## src/rtl/switch_input_pkg.sv

```systemverilog
// ============================================================================
// Module  : switch_input_pkg
// Purpose : Shared types for the switch gesture decoder (event codes, FSM states).
// Revision: 1.0 - initial release
// ============================================================================
`default_nettype none

package switch_input_pkg;

  typedef enum logic [2:0] {
    EV_NONE         = 3'd0,
    EV_SINGLE_CLICK = 3'd1,
    EV_DOUBLE_CLICK = 3'd2,
    EV_LONG_PRESS   = 3'd3,
    EV_LONG_RELEASE = 3'd4,
    EV_REPEAT       = 3'd5
  } event_code_t;

  typedef enum logic [2:0] {
    ST_IDLE           = 3'd0,
    ST_PRESSED        = 3'd1,
    ST_WAIT_SECOND    = 3'd2,
    ST_SECOND_PRESSED = 3'd3,
    ST_LONG_HELD      = 3'd4
  } state_t;

  function automatic int max3(input int a, input int b, input int c);
    int m;
    m = (a > b) ? a : b;
    return (m > c) ? m : c;
  endfunction

endpackage

`default_nettype wire

```

## src/rtl/switch_event_slot.sv

```systemverilog
// ============================================================================
// Module  : switch_event_slot
// Purpose : One-entry valid/ready event register; drops new events when full.
// Revision: 1.0 - initial release
// ============================================================================
`default_nettype none

module switch_event_slot
  import switch_input_pkg::*;
(
  input  logic        clock,
  input  logic        reset,
  input  logic        push_i,
  input  event_code_t code_i,
  input  logic        ready_i,
  output logic        valid_o,
  output event_code_t code_o,
  output logic        overflow_o
);

  logic        valid_q;
  event_code_t code_q;
  logic        overflow_q;
  logic        accept;

  assign accept = valid_q && ready_i;

  always_ff @(posedge clock) begin
    if (reset) begin
      valid_q    <= 1'b0;
      code_q     <= EV_NONE;
      overflow_q <= 1'b0;
    end else begin
      overflow_q <= 1'b0;
      if (push_i) begin
        // A slot being drained this cycle can take the new event directly.
        if (!valid_q || accept) begin
          valid_q <= 1'b1;
          code_q  <= code_i;
        end else begin
          overflow_q <= 1'b1;
        end
      end else if (accept) begin
        valid_q <= 1'b0;
      end
    end
  end

  assign valid_o    = valid_q;
  assign code_o     = code_q;
  assign overflow_o = overflow_q;

endmodule

`default_nettype wire

```

## src/rtl/switch_event_decoder.sv

```systemverilog
// ============================================================================
// Module  : switch_event_decoder
// Purpose : Click / double-click / long-press gesture decoder; auto-repeat in
//           LONG_HELD is enabled by defining SWITCH_EVENT_REPEAT_EN.
// Revision: 1.0 - initial release
// ============================================================================
`default_nettype none

module switch_event_decoder
  import switch_input_pkg::*;
#(
  parameter int LONG_PRESS_TICKS   = 100,
  parameter int DOUBLE_CLICK_TICKS = 30,
  parameter int REPEAT_TICKS       = 20
) (
  input  logic        clock,
  input  logic        reset,
  input  logic        tick,
  input  logic        level_in,
  output logic        event_valid,
  input  logic        event_ready,
  output event_code_t event_code,
  output logic        event_overflow
);

`ifdef SWITCH_EVENT_REPEAT_EN
  localparam logic REPEAT_EN = 1'b1;
  localparam int   MAX_TICKS = max3(LONG_PRESS_TICKS, DOUBLE_CLICK_TICKS, REPEAT_TICKS);
`else
  localparam logic REPEAT_EN = 1'b0;
  localparam int   MAX_TICKS = max3(LONG_PRESS_TICKS, DOUBLE_CLICK_TICKS, 1);
`endif
  localparam int CW = $clog2(MAX_TICKS + 1);

  state_t        state_q, state_d;
  logic [CW-1:0] count_q, count_d, count_inc;
  logic          level_q;
  logic          rise, fall;
  logic          long_hit, dbl_hit, rep_hit;
  logic          push;
  event_code_t   push_code;

  assign rise      = level_in && !level_q;
  assign fall      = !level_in && level_q;
  assign count_inc = (count_q == {CW{1'b1}}) ? count_q : count_q + 1'b1;
  assign long_hit  = tick && (count_inc == CW'(LONG_PRESS_TICKS));
  assign dbl_hit   = tick && (count_inc == CW'(DOUBLE_CLICK_TICKS));
  assign rep_hit   = REPEAT_EN && tick && (count_inc == CW'(REPEAT_TICKS));

  always_ff @(posedge clock) begin
    if (reset) begin
      state_q <= ST_IDLE;
      count_q <= '0;
      level_q <= 1'b1;
    end else begin
      state_q <= state_d;
      count_q <= count_d;
      level_q <= level_in;
    end
  end

  always_comb begin
    state_d = state_q;
    count_d = tick ? count_inc : count_q;
    case (state_q)
      ST_IDLE:           if (rise) state_d = ST_PRESSED;
      ST_PRESSED:        if (fall) state_d = ST_WAIT_SECOND;
                         else if (long_hit) state_d = ST_LONG_HELD;
      ST_WAIT_SECOND:    if (rise) state_d = ST_SECOND_PRESSED;
                         else if (dbl_hit) state_d = ST_IDLE;
      ST_SECOND_PRESSED: if (fall) state_d = ST_IDLE;
      ST_LONG_HELD:      if (fall) state_d = ST_IDLE;
                         else if (rep_hit) count_d = '0;
      default:           state_d = ST_IDLE;
    endcase
    if (state_d != state_q) count_d = '0;
  end

  // Edges take priority over tick thresholds in every state.
  always_comb begin
    push      = 1'b0;
    push_code = EV_NONE;
    case (state_q)
      ST_PRESSED:        if (!fall && long_hit) begin push = 1'b1; push_code = EV_LONG_PRESS; end
      ST_WAIT_SECOND:    if (!rise && dbl_hit) begin push = 1'b1; push_code = EV_SINGLE_CLICK; end
      ST_SECOND_PRESSED: if (fall) begin push = 1'b1; push_code = EV_DOUBLE_CLICK; end
      ST_LONG_HELD:      if (fall) begin push = 1'b1; push_code = EV_LONG_RELEASE; end
                         else if (rep_hit) begin push = 1'b1; push_code = EV_REPEAT; end
      default:           ;
    endcase
  end

  switch_event_slot u_slot (
    .clock      (clock),
    .reset      (reset),
    .push_i     (push),
    .code_i     (push_code),
    .ready_i    (event_ready),
    .valid_o    (event_valid),
    .code_o     (event_code),
    .overflow_o (event_overflow)
  );

endmodule

`default_nettype wire

```

## config.mk

```make
export PLATFORM = sky130hd
export DESIGN_NAME = switch_event_decoder
export DESIGN_NICKNAME = d
export VERILOG_FILES = /design/src/rtl/switch_input_pkg.sv /design/src/rtl/switch_event_slot.sv /design/src/rtl/switch_event_decoder.sv
export SDC_FILE = /design/constraint.sdc
export NUM_CORES = 1
export LEC_CHECK = 0
export BUFFER_PORTS_ARGS = -buffer_cell sky130_fd_sc_hd__buf_4
export CORE_MARGIN = 4
export CORE_UTILIZATION = 54
export CTS_BUF_LIST = sky130_fd_sc_hd__clkbuf_8
export CTS_CLUSTER_DIAMETER = 150
export DETAILED_ROUTE_END_ITERATION = 10
export GPL_TIMING_DRIVEN = 0
export HOLD_SLACK_MARGIN = 0.05
export PLACE_DENSITY_LB_ADDON = 0.08
export RECOVER_POWER = 50
export SYNTH_ARGS = -nofsm -noshare
export SYNTH_HDL_FRONTEND = slang
export SYNTH_SLANG_ARGS = --single-unit
```

## constraint.sdc

```tcl
create_clock -name clock -period 2.3 [get_ports clock]
set_clock_uncertainty 0.05 [all_clocks]
set_input_delay 0.345 -clock clock [delete_from_list [all_inputs] [get_ports clock]]
set_output_delay 0.345 -clock clock [all_outputs]
set_load 0.02 [all_outputs]
```

==> impl_metrics.env, run 1 <==
export IMPL_r2r_start="count_q[0]$_SDFFE_PP0P_"
export IMPL_grt_max_degree=11
export IMPL_worstHoldStart="level_in"
export IMPL_grt_overflow_total=0
export IMPL_critPathMaxStageDelay_ns=0.46
export IMPL_dieWidth_um=51.3
export IMPL_slew_viol_final=0
export IMPL_drt_pass1_iterations=4
export IMPL_dieArea_um2=2630
export IMPL_antenna_found_initial=0
export IMPL_crit_path_end_kind="flop"
export IMPL_cp_top_family="simple AND/OR/NAND/NOR gates"
export IMPL_setup_viol=0
export IMPL_ys_ff_latch=16
export IMPL_num_fill_cells=166
export IMPL_cp_required_ns=2.43
export IMPL_synth_area_per_cell_um2=8.15
export IMPL_hp_class="input port to flop"
export IMPL_cp_cell_sequence="ha_4, nand2_1, o2111a_1, o2111ai_4, a32oi_1, or4_1, buf_2, nor3_2"
export IMPL_port_buffers=7
export IMPL_whs_ns=0.269
export IMPL_clock_path_buffers=2
export IMPL_layout_min_cycle_time_ns=2.16
export IMPL_grt_pass1_wl_mm=3.35
export IMPL_synthTopCellsByArea="dfxtp_1 (32%), nor2_1 (5.2%), a21oi_1 (4.0%), mux2i_1 (3.0%), o21ai_0 (3.0%)"
export IMPL_fin_crit_sh=0.939
export IMPL_place_congestion=0.864
export IMPL_ys_warn_count=0
export IMPL_max_cap_violations=0
export IMPL_drive_above_1_share=0.162
export IMPL_clk_pin_slew_ns=0.06
export IMPL_insertion_delay_ns=0.25
export IMPL_first_global_vias=832
export IMPL_htree_levels=1
export IMPL_vias=928
export IMPL_synthCells=124
export IMPL_reg2reg_depth=8
export IMPL_critPathArrivalTime_ns=2.29
export IMPL_syn_num_nets=130
export IMPL_yosys_area_top_type="dfxtp_1"
export IMPL_nNetsFinal=143
export IMPL_core_area_um2=1750
export IMPL_ys_seq_area_frac=0.317
export IMPL_cts_made_buffers=3
export IMPL_cp_depth=8
export IMPL_cp_start_kind="flop"
export IMPL_ios=10
export IMPL_slew_headroom=0.591
export IMPL_worstPathMaxFanout=8
export IMPL_syn2layout_area_growth_pct=15.7
export IMPL_fin_cells=161
export IMPL_drtIter0Drc=27
export IMPL_power_per_cell_area_nw_per_um2=517
export IMPL_timing_fmax_mhz=463
export IMPL_status="finished, final reports clean"
export IMPL_total_power_mw=0.604
export IMPL_worst_slew_pin_slew_ns=0.607
export IMPL_critPathBufInv=1
export IMPL_syn_area_um2=1010
export IMPL_dp_cells=156
export IMPL_yosysUniqueCellTypes=42
export IMPL_route_detailed_drc=0
export IMPL_ir_drop_uv=386
export IMPL_crit_slowest_cell="or4_1"
export IMPL_power_leakage_nw=0.389
export IMPL_hold_path_depth=2
export IMPL_clock_sinks=16
export IMPL_via_per_inst=5.76
export IMPL_synth_top_area_share=0.317
export IMPL_dp_hpwl_mm=1.51
export IMPL_clockRootBuffer="clkbuf_8"
export IMPL_seq_area_um2=324
export IMPL_antennaDiodeCount=0
export IMPL_grt_usage=0.167
export IMPL_finalHoldViolations=0
export IMPL_num_rows=15
export IMPL_post_drt_wl_per_cell_um=12.6
export IMPL_ant_nets=0
export IMPL_cts_hold_buf=0
export IMPL_multiInputGateArea_um2=644
export IMPL_drt_wl_total_mm=2.03
export IMPL_dieHeight_um=51.3
export IMPL_cts_tree="built"
export IMPL_final_core_util=0.670
export IMPL_cp_startpoint="count_q[0]$_SDFFE_PP0P_"
export IMPL_path_class="flop to flop"
export IMPL_start_util=0.579
## cells in the final DEF (no fill, tap or decap), types with 2 or more instances in the layout
cell type and count:
dfxtp_1 15, nor2_1 14, clkbuf_1 9, a21oi_1 8, nand2_1 7, inv_1 6, o21ai_0 6, nor3_1 5
a31oi_1 4, clkbuf_8 4, mux2i_1 3, nor3b_1 3, nand2b_1 3, xnor2_1 3, a211oi_1 3, buf_4 3
clkbuf_4 2, buf_2 2, o211ai_1 2, xor2_1 2, o2111a_1 2, o32ai_1 2, nor2b_1 2
## cell type report
| cell class | count | share of cell area |
|---|---|---|
| inverter | 6 | 0.0193 |
| buffer | 9 | 0.0439 |
| clock buffer | 4 | 0.0471 |
| timing repair buffer | 8 | 0.0353 |
| tap | 25 | 0.0267 |
| multi-input combinational | 93 | 0.551 |
| sequential | 16 | 0.277 |
## logic make-up (layout without fill, tap and decap cells)
kind of cell	count (synthesis)	after routing	share of synthesized area
simple gates	46	46	0.248
buf+inv	15	27	0.0619
flops	16	16	0.317
mux	3	3	0.0297
xor+xnor	5	5	0.0433
fa+ha+maj	1	1	0.0124
compound gates	38	38	0.288
## metal layers
metal	vias up	GRT usage	part of all wire
li1	479	-	-
met2	14	0.296	0.51
met3	4	0.0350	0.030
met4	0	0.0786	0.012
met1	431	0.190	0.44
met5	-	0	0
## path summary, 6_finish.rpt
check / end / slack, ns
setup / recovery: count_q[2]$_SDFFE_PP0P_ / 0.14
hold / removal: level_q$_SDFF_PP1_ / 0.27
setup reg to reg: count_q[2]$_SDFFE_PP0P_ / 0.14
hold reg to reg: u_slot.code_o[1]$_SDFFE_PP0P_ / 0.40
## cell usage after synthesis (all sizes together)
cell,n
o21ai,6
inv,6
a21bo,1
nand4,1
nor4b,1
clkbuf,4
dfxtp,16
o211ai,2
buf,5
o31ai,1
nor2,14
a211oi,3
or4,1
and3,2
nand3b,1
xnor2,3
nor3,6
mux2i,3
o2111ai,2
o21a,2
nor2b,2
o2111a,2
xor2,2
and2,1
ha,1
nand2,8
nor4,1
o32ai,2
nand2b,3
a41oi,1
a32oi,1
or2,1
a41o,1
a31oi,4
a21oi,8
nand3,1
o221ai,1
a21o,1
nor3b,3
## sequential cells by signal (all words and copies together), names as in the netlist
name and flops:
count_q 7, u_slot.overflow_o 1, state_q 3, u_slot.code_o 3, u_slot.valid_o 1, level_q 1
## worst reg2reg max path, stage by stage, from the launching register on
cell	delay [ns]
dfxtp_1	0.39
ha_4	0.20
nand2_1	0.09
o2111a_1	0.29
o2111ai_4	0.14
a32oi_1	0.13
or4_1	0.46
buf_2	0.18
nor3_2	0.17
## power by group
group | switching (mW) | internal, mW | total, mW | leakage [nW]
logic | 0.0385 | 0.0294 | 0.0679 | 0.230
registers | 0.00806 | 0.284 | 0.292 | 0.131
clock network | 0.0931 | 0.152 | 0.245 | 0.0288
## what timing repair did
action                                 CTS  global route
setup endpoints to repair                9             9
resized for setup                        2             9
gates cloned                             0             0
pin swaps                                0             1
endpoints found under the hold margin    0             0
setup buffers                            0             1
## per-stage QoR
step	setup TNS [ns]	area [um^2]	setup WS (ns)
6_report	0	1170	0.139
5_1_grt	-0.0108	1170	-0.0108
4_1_cts	0	1150	0.0182
3_5_place_dp	-0.455	1090	-0.119
3_3_place_gp	-0.135	1090	-0.0835
2_1_floorplan	0	1010	0.106
No activity file was read; power rests on OpenSTA's default activity.
==> inputs of run 2 (changes only) <==
Settings changed: ABC_AREA set to 1, CORE_UTILIZATION 54 to 55.
==> impl_metrics.env, run 2 <==
export IMPL_status="finished, final reports clean"
export IMPL_setup_slack_ns=0.221
export IMPL_power_per_cell_area_nw_per_um2=483
export IMPL_syn_num_nets=172
export IMPL_async_flop_share=0
export IMPL_dieWidth_um=53.9
export IMPL_cts_tree="built"
export IMPL_vias=1112
export IMPL_ys_seq_area_frac=0.276
export IMPL_syn2layout_area_growth_pct=9.92
export IMPL_seq_area_um2=320
export IMPL_cts_setup_buffers=0
export IMPL_rsz0062_at_grt="no"
export IMPL_fin_tns_setup_ns=0
export IMPL_drtIter0Drc=25
export IMPL_multiInputGateArea_um2=734
export IMPL_dp_hpwl_mm=2.01
export IMPL_final_common_cell="nand2_1"
export IMPL_reg2reg_slack_ns=0.22
export IMPL_cp_startpoint="count_q[0]$_SDFFE_PP0P_"
export IMPL_core_area_um2=1980
export IMPL_regMostFlops="count_q"
export IMPL_grt_max_degree=11
export IMPL_hp_class="input port to flop"
export IMPL_grt_usage=0.200
export IMPL_synth_area_per_cell_um2=6.99
export IMPL_grt_pass1_wl_mm=4.32
export IMPL_yosysUniqueCellTypes=30
export IMPL_layout_min_cycle_time_ns=2.08
export IMPL_post_cts_resized=0
export IMPL_cts_made_buffers=3
export IMPL_worst_slew_pin_slew_ns=0.339
export IMPL_final_cell_mix="nand2_1 (29), nor2_1 (22), inv_1 (21), dfxtp_1 (16)"
export IMPL_ys_ff_latch=16
export IMPL_antennaDiodeCount=0
export IMPL_synth_edf_count=0
export IMPL_crit_slowest_cell="dfxtp_1"
export IMPL_synthTopCellsByArea="dfxtp_1 (28%), nand2_1 (9.4%), nor2_1 (7.1%), inv_1 (6.8%), nand3_1 (4.7%)"
export IMPL_worstPathMaxFanout=7
export IMPL_slew_viol_final=0
export IMPL_drt_pass1_iterations=4
export IMPL_critPathMaxStageDelay_ns=0.45
export IMPL_clk_pin_slew_ns=0.06
export IMPL_path_class="flop to flop"
export IMPL_crit_path_end_kind="flop"
export IMPL_dieHeight_um=53.9
export IMPL_crit_end="count_q[1]$_SDFFE_PP0P_"
export IMPL_via_per_inst=5.45
export IMPL_critPathArrivalTime_ns=2.19
export IMPL_reg2reg_depth=10
export IMPL_nNetsFinal=185
export IMPL_synth_common_cells="nand2_1 (29), nor2_1 (22), inv_1 (21)"
export IMPL_timing_fmax_mhz=481
export IMPL_post_drt_wl_per_cell_um=12.0
export IMPL_num_fill_cells=189
export IMPL_setup_viol=0
export IMPL_drive_above_1_share=0.198
export IMPL_num_rows=16
export IMPL_ir_drop_uv=362
export IMPL_clock_path_buffers=2
export IMPL_synthCells=166
export IMPL_start_util=0.585
export IMPL_drt_wl_total_mm=2.45
export IMPL_cts_hold_buf=0
export IMPL_route_detailed_drc=0
export IMPL_total_power_mw=0.616
export IMPL_cp_required_ns=2.41
export IMPL_first_global_vias=1028
export IMPL_final_core_util=0.643
export IMPL_place_congestion=0.896
export IMPL_power_leakage_nw=0.587
export IMPL_pre_cts_ws_ns=0.154
export IMPL_port_buffers=8
export IMPL_max_cap_violations=0
export IMPL_grt_overflow_total=0
export IMPL_yosys_most_used_dff="dfxtp_1"
export IMPL_synth_most_common_cell="nand2_1"
export IMPL_syn_area_um2=1160
export IMPL_cp_cell_sequence="ha_2, nand2_2, inv_2, nor2_1, a21oi_2, nand3b_4, o21ai_1, nand3_1, nand3_2, nor3_1"
export IMPL_cp_start_kind="flop"
export IMPL_finalHoldViolations=0
export IMPL_htree_levels=1
export IMPL_ys_warn_count=0
export IMPL_slew_headroom=0.773
export IMPL_clockRootBuffer="clkbuf_8"
export IMPL_clock_sinks=16
export IMPL_yosys_area_top_type="dfxtp_1"
export IMPL_fin_crit_sh=0.904
export IMPL_antenna_found_initial=0
export IMPL_r2r_start="count_q[0]$_SDFFE_PP0P_"
export IMPL_r2r_end="count_q[1]$_SDFFE_PP0P_"
export IMPL_ant_nets=0
export IMPL_largest_reg_flops=7
export IMPL_insertion_delay_ns=0.24
export IMPL_dieArea_um2=2910
export IMPL_ios=10
export IMPL_synth_top_area_share=0.276
-- run 2: layout make-up --
| cell class | instances | area share |
|---|---|---|
| flip-flops and latches | 16 | 0.251 |
| plain buffers | 2 | 0.0128 |
| repair buffers | 8 | 0.0294 |
| multi-input cells | 125 | 0.576 |
| inverters | 23 | 0.0716 |
| clock buffers | 3 | 0.0324 |
| well taps | 27 | 0.0265 |
-- run 2: cells by family after synthesis --
kind of cell	synth area share
adders and majority gates	0.0108
buffers and inverters	0.0928
and+or+nand+nor	0.518
AOI/OAI and AO/OA	0.102
DFF	0.276
-- run 2: metal layers --
metal  track usage  vias up  share of wire
met4        0.0596        0              0
li1              -      569              -
met2         0.337       24           0.50
met5             0        -              0
met3        0.0360        0          0.058
met1         0.257      519           0.44
-- run 2: worst min path at each step --
stage | start | endpoint | slack, ns | depth (start not counted)
6_report | level_in | level_q$_SDFF_PP1_ | 0.25 | 3
3_3_place_gp | u_slot.code_o[2]$_SDFFE_PP0P_ | u_slot.code_o[2]$_SDFFE_PP0P_ | 0.42 | 2
5_1_grt | level_in | level_q$_SDFF_PP1_ | 0.28 | 3
2_1_floorplan | reset | state_q[0]$_SDFF_PP0_ | 0.36 | 1
4_1_cts | level_in | level_q$_SDFF_PP1_ | 0.25 | 3
3_5_place_dp | u_slot.code_o[2]$_SDFFE_PP0P_ | u_slot.code_o[2]$_SDFFE_PP0P_ | 0.44 | 2
-- run 2: per-stage QoR --
stage	cells	hold slack [ns]	instance area, um^2
detailed placement	201	0.435	1250
global placement	201	0.416	1250
global route	204	0.276	1270
CTS	204	0.250	1290
floorplan	166	0.364	1160
finish	204	0.255	1270
-- run 2: worst max-delay path: cells and delay by family (launching register included) --
family | cells | cell delay [ns]
buf+inv | 1 | 0.04
flops | 1 | 0.45
compound gates | 2 | 0.37
simple gates | 6 | 0.77
fa+ha+maj | 1 | 0.31
-- run 2: power by group --
group / switching (mW) / internal, mW / leakage [nW]
clock network: 0.0871 / 0.116 / 0.0216
logic: 0.0721 / 0.0385 / 0.435
registers: 0.0144 / 0.288 / 0.130
==> inputs of run 3 (changes only) <==
Settings changed: MAX_ROUTING_LAYER set to met4.
==> impl_metrics.env, run 3 (same netlist as run 2, synthesis figures left out) <==
export IMPL_dieArea_um2=2910
export IMPL_worstPathMaxFanout=7
export IMPL_crit_path_end_kind="flop"
export IMPL_drtIter0Drc=27
export IMPL_cts_setup_buffers=0
export IMPL_antenna_found_initial=0
export IMPL_power_switching_share=0.273
export IMPL_drt_wl_total_mm=2.40
export IMPL_pre_cts_ws_ns=0.190
export IMPL_route_detailed_drc=0
export IMPL_htree_levels=1
export IMPL_dieHeight_um=53.9
export IMPL_num_fill_cells=191
export IMPL_setup_slack_ns=0.203
export IMPL_final_common_cell="nand2_1"
export IMPL_reg2reg_depth=10
export IMPL_critPathMaxStageDelay_ns=0.44
export IMPL_ios=10
export IMPL_antennaDiodeCount=0
export IMPL_placed_cell_area_um2=1250
export IMPL_cp_depth=10
export IMPL_dp_hpwl_mm=1.91
export IMPL_final_core_util=0.649
export IMPL_insertion_delay_ns=0.25
export IMPL_ant_nets=0
export IMPL_total_power_mw=0.657
export IMPL_power_per_cell_area_nw_per_um2=511
export IMPL_critPathArrivalTime_ns=2.21
export IMPL_fin_cells=205
export IMPL_place_congestion=0.899
export IMPL_ir_drop_uv=345
export IMPL_grt_overflow_total=0
export IMPL_regMostFlops="count_q"
export IMPL_core_area_um2=1980
export IMPL_fin_crit_sh=0.912
export IMPL_slew_viol_final=0
export IMPL_cp_cell_sequence="ha_2, nand2_2, inv_2, nor2_1, a21oi_2, nand3b_4, nor2_4, a21oi_2, nand2_2, nor3_1"
export IMPL_first_global_vias=959
export IMPL_worst_slew_pin_slew_ns=0.337
export IMPL_dp_cells=201
export IMPL_clock_sinks=16
export IMPL_hp_class="input port to flop"
export IMPL_internal_power_mw=0.478
export IMPL_power_frac_seq=0.460
export IMPL_p_comb_frac=0.167
export IMPL_p_clk_frac=0.373
export IMPL_clockRootBuffer="clkbuf_8"
export IMPL_status="finished, final reports clean"
export IMPL_nNetsFinal=185
export IMPL_start_util=0.585
export IMPL_rsz0062_at_grt="no"
export IMPL_vias=1046
export IMPL_post_drt_wl_per_cell_um=11.7
export IMPL_clock_path_buffers=2
export IMPL_hold_path_depth=3
export IMPL_cts_tree="built"
export IMPL_cp_top_family="simple AND/OR/NAND/NOR gates"
export IMPL_port_buffers=8
export IMPL_cp_start_kind="flop"
export IMPL_finalHoldViolations=0
export IMPL_whs_ns=0.268
export IMPL_syn2layout_area_growth_pct=10.9
export IMPL_timing_fmax_mhz=477
export IMPL_power_leakage_nw=0.594
export IMPL_final_cell_mix="nand2_1 (30), nor2_1 (22), inv_1 (21), dfxtp_1 (16)"
export IMPL_power_switching_mw=0.179
export IMPL_cp_required_ns=2.41
export IMPL_max_cap_violations=0
export IMPL_via_per_inst=5.10
export IMPL_fin_area_um2=1290
export IMPL_grt_usage=0.206
export IMPL_grt_pass1_wl_mm=4.25
export IMPL_path_class="flop to flop"
export IMPL_largest_reg_flops=7
export IMPL_setup_viol=0
export IMPL_layout_min_cycle_time_ns=2.10
export IMPL_dieWidth_um=53.9
export IMPL_drt_pass1_iterations=5
export IMPL_cts_made_buffers=3
export IMPL_critPathBufInv=1
export IMPL_slew_headroom=0.774
export IMPL_fin_tns_setup_ns=0
export IMPL_grt_max_degree=11
export IMPL_drive_above_1_share=0.197
export IMPL_crit_slowest_cell="dfxtp_1"
export IMPL_num_rows=16
export IMPL_clk_pin_slew_ns=0.06
## run 3: cell types whose count changed in the layout (fill, tap and decap cells not counted), sizes merged
cell	change
clkbuf	+1
## run 3: power by group through the flow
| stage | Sequential, mW | Clock [mW] | Combinational, mW |
|---|---|---|---|
| 6_report | 0.302 | 0.245 | 0.110 |
| 5_1_grt | 0.304 | 0.259 | 0.122 |
| 4_1_cts | 0.302 | 0.249 | 0.110 |
| 3_5_place_dp | 0.308 | 0 | 0.109 |
| 3_3_place_gp | 0.307 | 0 | 0.106 |
| 2_1_floorplan | 0.304 | 0 | 0.0861 |
## run 3: cell type report
| cell class | instances | area (um^2) | share of cell area |
|---|---|---|---|
| buffer | 2 | 16.3 | 0.0126 |
| clock buffer | 4 | 55.1 | 0.0428 |
| inverter | 23 | 91.3 | 0.0710 |
| multi-input combinational | 125 | 732 | 0.569 |
| sequential | 16 | 320 | 0.249 |
| tap | 27 | 33.8 | 0.0263 |
| timing repair buffer | 8 | 37.5 | 0.0292 |
## run 3: per-layer routing
metal | GRT usage | vias to the layer above | part of all wire
li1 | - | 571 | -
met5 | - | - | 0
met3 | 0.0332 | 5 | 0.044
met2 | 0.304 | 16 | 0.45
met4 | 0.0766 | 0 | 0.015
met1 | 0.281 | 454 | 0.49
## run 3: worst register-to-register path: cells and delay by family, from the launching register on
| kind | cells | cell delay (ns) |
|---|---|---|
| simple gates | 6 | 0.77 |
| flops | 1 | 0.44 |
| compound gates | 2 | 0.39 |
| fa+ha+maj | 1 | 0.31 |
| buf+inv | 1 | 0.05 |
## run 3: worst paths after layout
path              slack, ns                          start                            end
hold / removal         0.27                       level_in             level_q$_SDFF_PP1_
setup / recovery       0.20        count_q[0]$_SDFFE_PP0P_        count_q[4]$_SDFFE_PP0P_
setup reg to reg       0.20        count_q[0]$_SDFFE_PP0P_        count_q[4]$_SDFFE_PP0P_
hold reg to reg        0.44  u_slot.code_o[2]$_SDFFE_PP0P_  u_slot.code_o[2]$_SDFFE_PP0P_
## run 3: timing repair
item | in CTS | in global routing
gates resized for setup | 0 | 1
endpoints found under the setup margin | 0 | 3
hold buffers | 0 | 0
